`config.mk`:
```
export PLATFORM = sky130hd
export DESIGN_NAME = bcd_stopwatch_ctrl
export DESIGN_NICKNAME = d
export VERILOG_FILES = /design/src/rtl/bcd_pkg.sv /design/src/rtl/bcd_digit_cell.sv /design/src/rtl/bcd_stopwatch_ctrl.sv
export SDC_FILE = /design/constraint.sdc
export NUM_CORES = 1
export LEC_CHECK = 0
export CAP_MARGIN = 20
export CORE_ASPECT_RATIO = 1.2
export CORE_UTILIZATION = 38
export CTS_BUF_LIST = sky130_fd_sc_hd__clkbuf_4 sky130_fd_sc_hd__clkbuf_8
export DETAILED_ROUTE_END_ITERATION = 6
export MAX_ROUTING_LAYER = met4
export SETUP_SLACK_MARGIN = 0.1
export SYNTH_ARGS = -nofsm -noshare
export SYNTH_HDL_FRONTEND = slang
export SYNTH_SLANG_ARGS = --single-unit
```
`constraint.sdc`:
```
create_clock -name clk -period 2.4 [get_ports clk]
set_input_delay 0.48 -clock clk [delete_from_list [all_inputs] [get_ports clk]]
set_output_delay 0.48 -clock clk [all_outputs]
set_load 0.05 [all_outputs]
```
`src/rtl/bcd_pkg.sv`:
```
`default_nettype none
// +----------------------------------------------------------------------+
// | Module   : bcd_pkg                                                    |
// | Purpose  : Shared types and constants for the BCD stopwatch slice.    |
// |            BCD_MAX     - largest legal decimal digit value            |
// |            bcd_digit_t - one 4-bit BCD digit                          |
// |            state_t     - controller states IDLE / RUN / PAUSE         |
// | Revision : 1.0 - initial release                                      |
// +----------------------------------------------------------------------+
package bcd_pkg;

   typedef logic [3:0] bcd_digit_t;

   localparam bcd_digit_t BCD_MAX = 4'd9;

   typedef enum logic [1:0] {
      IDLE  = 2'd0,
      RUN   = 2'd1,
      PAUSE = 2'd2
   } state_t;

endpackage : bcd_pkg
`default_nettype wire

```
`src/rtl/bcd_digit_cell.sv`:
```
`default_nettype none
// +----------------------------------------------------------------------+
// | Module   : bcd_digit_cell                                             |
// | Purpose  : One decade (mod-10) up-counter digit of the cascade.       |
// | Ports    : clk       - system clock, rising edge                      |
// |            reset     - asynchronous active-high reset                 |
// |            clr       - synchronous zero of the digit                  |
// |            en        - advance this digit by one                      |
// |            q         - current digit value, always 0..9               |
// |            carry_out - en while q is 9 (enables the next digit)       |
// | Revision : 1.0 - initial release                                      |
// +----------------------------------------------------------------------+
module bcd_digit_cell
   import bcd_pkg::*;
(
   input  logic       clk,
   input  logic       reset,
   input  logic       clr,
   input  logic       en,
   output bcd_digit_t q,
   output logic       carry_out
);

   bcd_digit_t q_d;
   bcd_digit_t q_q;

   always_comb begin
      q_d = q_q;
      if (clr) begin
         q_d = '0;
      end else if (en) begin
         q_d = (q_q == BCD_MAX) ? 4'd0 : q_q + 4'd1;
      end
   end

   always_ff @(posedge clk or posedge reset) begin
      if (reset) begin
         q_q <= '0;
      end else begin
         q_q <= q_d;
      end
   end

   assign q         = q_q;
   assign carry_out = en & (q_q == BCD_MAX);

endmodule : bcd_digit_cell
`default_nettype wire

```
`src/rtl/bcd_stopwatch_ctrl.sv`:
```
`default_nettype none
// +----------------------------------------------------------------------+
// | Module   : bcd_stopwatch_ctrl                                         |
// | Purpose  : Sequencing controller for a cascaded multi-digit BCD       |
// |            stopwatch: prescaler, IDLE/RUN/PAUSE FSM, lap freeze and   |
// |            sticky full-scale overflow flag.                           |
// | Ports    : clk, reset (async, active-high)                            |
// |            start/stop/clear/lap - one-cycle commands                  |
// |            count      - live BCD value, digit 0 in bits [3:0]         |
// |            disp       - count, or the frozen lap value                |
// |            tick       - one-cycle pulse when the digit chain advances |
// |            running    - controller is in RUN                          |
// |            lap_active - display frozen on the lap value               |
// |            overflow   - sticky, all-9s wrapped to all-0s              |
// | Revision : 1.0 - initial release                                      |
// +----------------------------------------------------------------------+
module bcd_stopwatch_ctrl
   import bcd_pkg::*;
#(
   parameter int DIGITS   = 4,
   parameter int PRESCALE = 10,
   parameter int PW       = $clog2(PRESCALE)
) (
   input  logic                clk,
   input  logic                reset,
   input  logic                start,
   input  logic                stop,
   input  logic                clear,
   input  logic                lap,
   output logic [4*DIGITS-1:0] count,
   output logic [4*DIGITS-1:0] disp,
   output logic                tick,
   output logic                running,
   output logic                lap_active,
   output logic                overflow
);

   localparam logic [PW-1:0] c_presc_last = PW'(PRESCALE - 1);

   state_t              state_q, state_d;
   logic [PW-1:0]       presc_q, presc_d;
   logic                tick_q, tick_d;
   logic                running_q, running_d;
   logic [4*DIGITS-1:0] lap_q, lap_d;
   logic                lap_active_q, lap_active_d;
   logic                overflow_q, overflow_d;

   logic                w_adv;
   logic [DIGITS:0]     w_carry;
   bcd_digit_t          w_digit [DIGITS];

   // The chain advances on the last prescaler slot of RUN; stop or clear
   // in that same cycle suppress the advance.
   assign w_adv      = (state_q == RUN) && !clear && !stop && (presc_q == c_presc_last);
   assign w_carry[0] = w_adv;

   generate
      for (genvar k = 0; k < DIGITS; k++) begin : g_digit
         bcd_digit_cell u_digit (
            .clk       (clk),
            .reset     (reset),
            .clr       (clear),
            .en        (w_carry[k]),
            .q         (w_digit[k]),
            .carry_out (w_carry[k+1])
         );
         assign count[4*k +: 4] = w_digit[k];
      end
   endgenerate

   always_comb begin
      state_d      = state_q;
      presc_d      = presc_q;
      lap_d        = lap_q;
      lap_active_d = lap_active_q;
      overflow_d   = overflow_q | w_carry[DIGITS];

      if (clear) begin
         state_d      = IDLE;
         presc_d      = '0;
         lap_active_d = 1'b0;
         overflow_d   = 1'b0;
      end else begin
         // Lap toggles freeze; the latch takes the pre-increment count.
         if (lap && (state_q != IDLE)) begin
            if (!lap_active_q) begin
               lap_d        = count;
               lap_active_d = 1'b1;
            end else begin
               lap_active_d = 1'b0;
            end
         end

         case (state_q)
            IDLE: begin
               if (start && !stop) state_d = RUN;
            end
            RUN: begin
               // Stop freezes the prescaler so a resume finishes the period.
               if (stop) begin
                  state_d = PAUSE;
               end else begin
                  presc_d = (presc_q == c_presc_last) ? '0 : presc_q + PW'(1);
               end
            end
            PAUSE: begin
               if (start && !stop) state_d = RUN;
            end
            default: begin
               state_d = IDLE;
               presc_d = '0;
            end
         endcase
      end

      tick_d    = w_adv;
      running_d = (state_d == RUN);
   end

   always_ff @(posedge clk or posedge reset) begin
      if (reset) begin
         state_q      <= IDLE;
         presc_q      <= '0;
         tick_q       <= 1'b0;
         running_q    <= 1'b0;
         lap_q        <= '0;
         lap_active_q <= 1'b0;
         overflow_q   <= 1'b0;
      end else begin
         state_q      <= state_d;
         presc_q      <= presc_d;
         tick_q       <= tick_d;
         running_q    <= running_d;
         lap_q        <= lap_d;
         lap_active_q <= lap_active_d;
         overflow_q   <= overflow_d;
      end
   end

   assign disp       = lap_active_q ? lap_q : count;
   assign tick       = tick_q;
   assign running    = running_q;
   assign lap_active = lap_active_q;
   assign overflow   = overflow_q;

endmodule : bcd_stopwatch_ctrl
`default_nettype wire

```
* Word-level counts from Yosys, hierarchy flattened
Index checks and enable logic that the tools add are counted.
** Storage, ports and cells
- Bits in registers :: 42
- Bits of input ports :: 6
- Output and inout bits :: 36
- Word-level logic and storage cells :: 74
** Cells by class
- Add/subtract/negate cells :: 5
- Eq/ne operators :: 10
- Multiplexer cells :: 25
- Bitwise gates (word level) :: 6
- Reduce and logical (&&, ||, !) cells :: 17
** Operators with widths (number)
- 4-bit two-way mux :: 15
- 4-bit by 1-bit adder with 4-bit output (second input constant) :: 5
- 4-bit == test (second input constant) :: 5
- 16-bit two-way mux :: 1
- 2-bit nonzero test :: 6
- 4-bit one-hot mux with 2 select lines :: 1
- 2-bit two-way mux :: 3
- 1-bit logical AND :: 5
- 1-bit AND :: 4
- 2-bit by 1-bit == test with 1-bit output (second input constant) :: 2
- 1-bit two-way mux :: 4
- 2-bit one-hot mux with 2 select lines :: 1
- 2-bit AND reduction :: 2
- 3-bit != test (second input constant) :: 1
- 2-bit == test (second input constant) :: 1
- 1-bit logical NOT :: 2
- 2-bit logical NOT :: 1
- 2-bit by 1-bit != test with 1-bit output (second input constant) :: 1
- 2-bit OR reduction :: 1
- 1-bit NOT :: 1
- 1-bit bitwise OR :: 1

* Longest topological paths before layout
Gate-level depths: netlist of the first run.
- Depth in word-level cells :: 10
- Mapped depth :: 8
- Depth with buffers taken out :: 6

* Cells and area by module
A second synthesis of the first run with hierarchy kept.
** Unflattened totals
- Cells, all modules :: 212
- Area total of the unflattened synthesis :: 2278.4 um^2
** By module, submodules not included
- bcd_stopwatch_ctrl :: instances 1, cells an instance 104, area each 1302.5 um^2, sequential area each 650.6 um^2
- bcd_digit_cell :: instances 4, cells an instance 27, area each 244.0 um^2, sequential area each 100.1 um^2

* Worst setup path before layout of the first run
Ideal clock, no wire load.
- Kind :: flip-flop to output port
- Start point :: register lap_active_q (netlist: lap_active)
- End point :: output port disp[13]
- Arrival :: 1.987 ns
- Data required time :: 1.920 ns
- Setup slack :: -0.067 ns
- Stages on the path, launching flop included :: 3
- Buffers on the path :: 1
- Path through :: dfrtp_1 clkbuf_1 o21ai_0
** On the way
- Word-level cells in the longest chain between the ends :: 1
** Ends and longest elaborated chain
- from (decl) :: line bcd_stopwatch_ctrl.sv:45 : logic lap_active_q, lap_active_d;
- from (signal assigned) :: line bcd_stopwatch_ctrl.sv:135 : lap_active_q <= lap_active_d;
- 16-bit two-way mux
- to (decl) :: line bcd_stopwatch_ctrl.sv:31 : output logic [4*DIGITS-1:0] disp,
Every way passes these cells.

* Worst setup path in the final report of the first run
- Start point :: register g_digit[2].u_digit.q_q[2]
- End point :: output port count[10]
** RTL lines
- from (decl) :: line bcd_digit_cell.sv:25 : bcd_digit_t q_q;
- from (signal assigned) :: line bcd_digit_cell.sv:40 : q_q <= q_d;
- to (decl) :: line bcd_stopwatch_ctrl.sv:30 : output logic [4*DIGITS-1:0] count,
No word-level cell between the ends.

==> reports/qor.csv, run 1 <==
stage,metric,value,unit
yosys,register area share after synthesis,47.6,%
worst_setup_path,critical-path maximum fanout,8,
worst_setup_path,stages on the worst setup path,1,
worst_setup_path,path depth of the worst reg2reg path,6,
drt,WL final,4.45,mm
cts,H-Tree Depth,2,
power,sw frac,23.1,%
timing,minimum clock period,2090,ps
timing,count of pins over their slew limit,0,
worst_setup_path,CP arrival,1610,ps
floorplan,chip width,71.6,um
grt,routing usage on met2,27.2,%
placed_design,Final HPWL DP,3.11,mm
worst_setup_path,worst r2r dst,g_digit[3].u_digit.q[1]$_DFFE_PP0P_,
drt,Final ANT Viol Nets,0,
worst_setup_path,CP top delay family,buffers and inverters,
placed_design,I/O Buffers,41,
worst_setup_path,Worst EP required,1920,ps
grt,total track usage,16.8,%
layout,design area,2800,um2
min_path,worst min-delay path class,reg2reg,
worst_setup_path,Setup crit start,g_digit[2].u_digit.q[2]$_DFFE_PP0P_,
timing,worst-margin pin slew,520,ps
worst_setup_path,CP max stage delay,850,ps
power,Pint,966,uW
placed_design,global placement routability congestion,0.746,
cts,Clock Tree Buf Depth,2,
layout,"commonest non-fill, non-tap cell in the layout",dfrtp_1,
floorplan,die height,85.5,um
floorplan,core area,5630,um2
layout,nets@finish,265,
worst_setup_path,reg2reg setup slack,490,ps
floorplan,# rows,30,
worst_setup_path,worst setup path class,reg2out,
outcome,status,"finished, final reports clean",
worst_setup_path,crit path launch type,register,
worst_setup_path,crit-path cells,clkdlybuf4s50_1,
worst_setup_path,R2R Path Start,g_digit[1].u_digit.q[1]$_DFFE_PP0P_,
timing,Final Hold Viols,0,
cts,CTS tree,done,
grt,largest net degree at the start of global routing,25,
power,sequential share of power,57.2,%
timing,Max Clock Freq,0.478,GHz
yosys,average size of a mapped cell,10.8,um2
grt,vias in the first global route,1648,
drt,DR vias/cell,5.34,
floorplan,Initial Utilization,39.2,%
power,Max rail drop VDD,0.263,mV
worst_setup_path,slowest CP cell,clkdlybuf4s50_1,
yosys,Synthesized Nets,219,
job,max-cap violations,0,
floorplan,die area,6120,um2
layout,# diodes,0,
yosys,Synth Instances,205,
worst_setup_path,Critical Path End,count[10],
timing,RSZ-0062 raised after global routing,no,
worst_setup_path,Worst Path Buf+Inv,1,
layout,Area Overhead vs Synth,26.8,%
cts,number of CTS-inserted buffers,5,
timing,"Period Utilization, post-route",87.2,%
worst_setup_path,CP endpoint kind,output port,
grt,Overflow after GRT,0,
yosys,Cell variety after synth,31,
cts,"Reg clk slew, reported paths",80,ps
floorplan,I/O Pins,42,
drt,detailed-route via count,1677,
yosys,Mapped Area,2210,um2
grt,GR Layer Usage met1,20.7,%
cts,Sink Count,42,
cts,Clock Latency Late Sink,290,ps
layout,most frequent cells in the layout,"dfrtp_1 (42), mux2_2 (28), clkdlybuf4s50_1 (24), buf_4 (21), nand2_1 (14)",
grt,gr busiest metal,met2,
drt,WL/cell,14.2,um
cts,post-cts resize count,0,
power,Combinational Power Share,6.9,%
yosys,Seq cells post-synth,42,
cts,Clock Tree Root,clkbuf_8,
cts,hold buffers post-CTS,0,
power,Leakage,1.29,nW
power,clock power share,35.9,%
drt,Pre-antenna DRT Iters,4,
layout,layout cells sized above 1,25.2,%
grt,met3 GRT Util,3.53,%
grt,first-pass GRT wire length,7.81,mm
layout,Final Util,49.8,%
timing,relative slew slack,65.3,%
drt,residual DRC count,0,
grt,antenna violations before repair,0,
yosys,Ys Warns,0,
cts,Post-CTS Setup Bufs,0,
power,Net Switching,289,uW
timing,Max Clock Skew,5.47,ps
drt,Starting DRT DRC Count,46,
placed_design,cell area after placement,2720,um2
timing,final setup vio count,0,
power,PD cells,448,nW/um2
==> power groups by stage <==
stage | clock (mW) | sequential, mW | combinational, mW
2_1_floorplan | 0 | 0.737 | 0.0511
3_3_place_gp | 0 | 0.733 | 0.0888
3_5_place_dp | 0 | 0.733 | 0.0883
4_1_cts | 0.470 | 0.719 | 0.0888
5_1_grt | 0.491 | 0.720 | 0.0964
6_report | 0.451 | 0.719 | 0.0861
==> flip-flops by register name, summed over array words and instances (netlist names) <==
signal and cells:
g_digit.u_digit.q 16, lap_active 1, lap_q 16, overflow 1, presc_q 4, running 1, state_q 2, tick 1
==> cells in the mapped netlist <==
cell        n  share of area [%]
dfrtp_1    42                 48
mux2_2     28                 14
nand2_1    14                2.4
a21oi_1    13                2.9
o21ai_0    13                2.9
inv_1      12                2.0
ha_1        8                4.5
nand3_1     8                1.8
clkbuf_1    7                1.2
nor2_1      7                1.2
or4_1       7                2.4
nor2b_1     5                1.4
or3_1       5                1.4
and3b_1     4                1.6
mux2i_1     3                1.4
nor3_1      3               0.68
o311ai_0    3                1.2
o31ai_1     3                1.0
xor2_1      3                1.2
a2111oi_0   2               0.79
a31o_2      2               0.79
and3_1      2               0.57
buf_2       2               0.45
nor3b_1     2               0.68
a211oi_1    1               0.34
a31oi_1     1               0.28
buf_6       1               0.51
nand2b_1    1               0.28
nand3_4     1               0.79
nor4b_4     1                1.1
o211ai_1    1               0.34
==> per-stage QoR <==
stage	TNS (ps)	total power, mW	setup WS (ps)	hold WS [ps]	instances
4_1_cts	0	1.28	290	508	314
2_1_floorplan	-268	0.788	-67.0	475	205
5_1_grt	0	1.31	235	521	314
3_3_place_gp	0	0.822	146	484	308
3_5_place_dp	0	0.821	119	490	308
6_report	0	1.26	308	506	314
==> layer usage <==
layer	up-vias	wire (um)
li1	826	-
met1	822	2080
met4	0	75
met3	6	124
met2	23	2170
met5	-	0
==> cell type report <==
cell class                 count  area (um2)
tap                           64        80.1
sequential                    42        1050
fill                         528        2830
inverter                      12        45.0
timing repair buffer          49         478
clock buffer                   6        82.6
multi-input combinational    141        1070
==> cell families after synthesis <==
logic type | share of synthesized area, %
buffers and inverters | 4.19
AO/OA/AOI/OAI | 10.6
AND/OR/NAND/NOR | 16.3
flip-flops | 47.6
XOR/XNOR | 1.19
adder cells (fa/ha/maj) | 4.53
multiplexers | 15.6
==> worst min path at each step <==
stage	endpoint	depth (start not counted)	from	slack [ps]
finish	lap_q[7]$_DFFE_PP0P_	1	lap_q[7]$_DFFE_PP0P_	510
detailed placement	lap_q[7]$_DFFE_PP0P_	1	lap_q[7]$_DFFE_PP0P_	490
global placement	lap_q[8]$_DFFE_PP0P_	1	lap_q[8]$_DFFE_PP0P_	480
global route	lap_q[4]$_DFFE_PP0P_	1	lap_q[4]$_DFFE_PP0P_	520
floorplan	lap_q[0]$_DFFE_PP0P_	1	lap_q[0]$_DFFE_PP0P_	470
CTS	lap_q[7]$_DFFE_PP0P_	1	lap_q[7]$_DFFE_PP0P_	510
Note: power is estimated with default switching activity, not from simulation.
==> run 2, diff against run 1 <==
Settings changed: CTS_BUF_LIST sky130_fd_sc_hd__clkbuf_4 sky130_fd_sc_hd__clkbuf_8 to not set.
==> results of run 2 <==
Final layout, timing and power as in run 1 (identical DEF).
==> run 3, diff against run 2 <==
Settings changed: SETUP_SLACK_MARGIN 0.1 to not set.
==> results of run 3 <==
Final layout, timing and power as in run 1 (identical DEF).
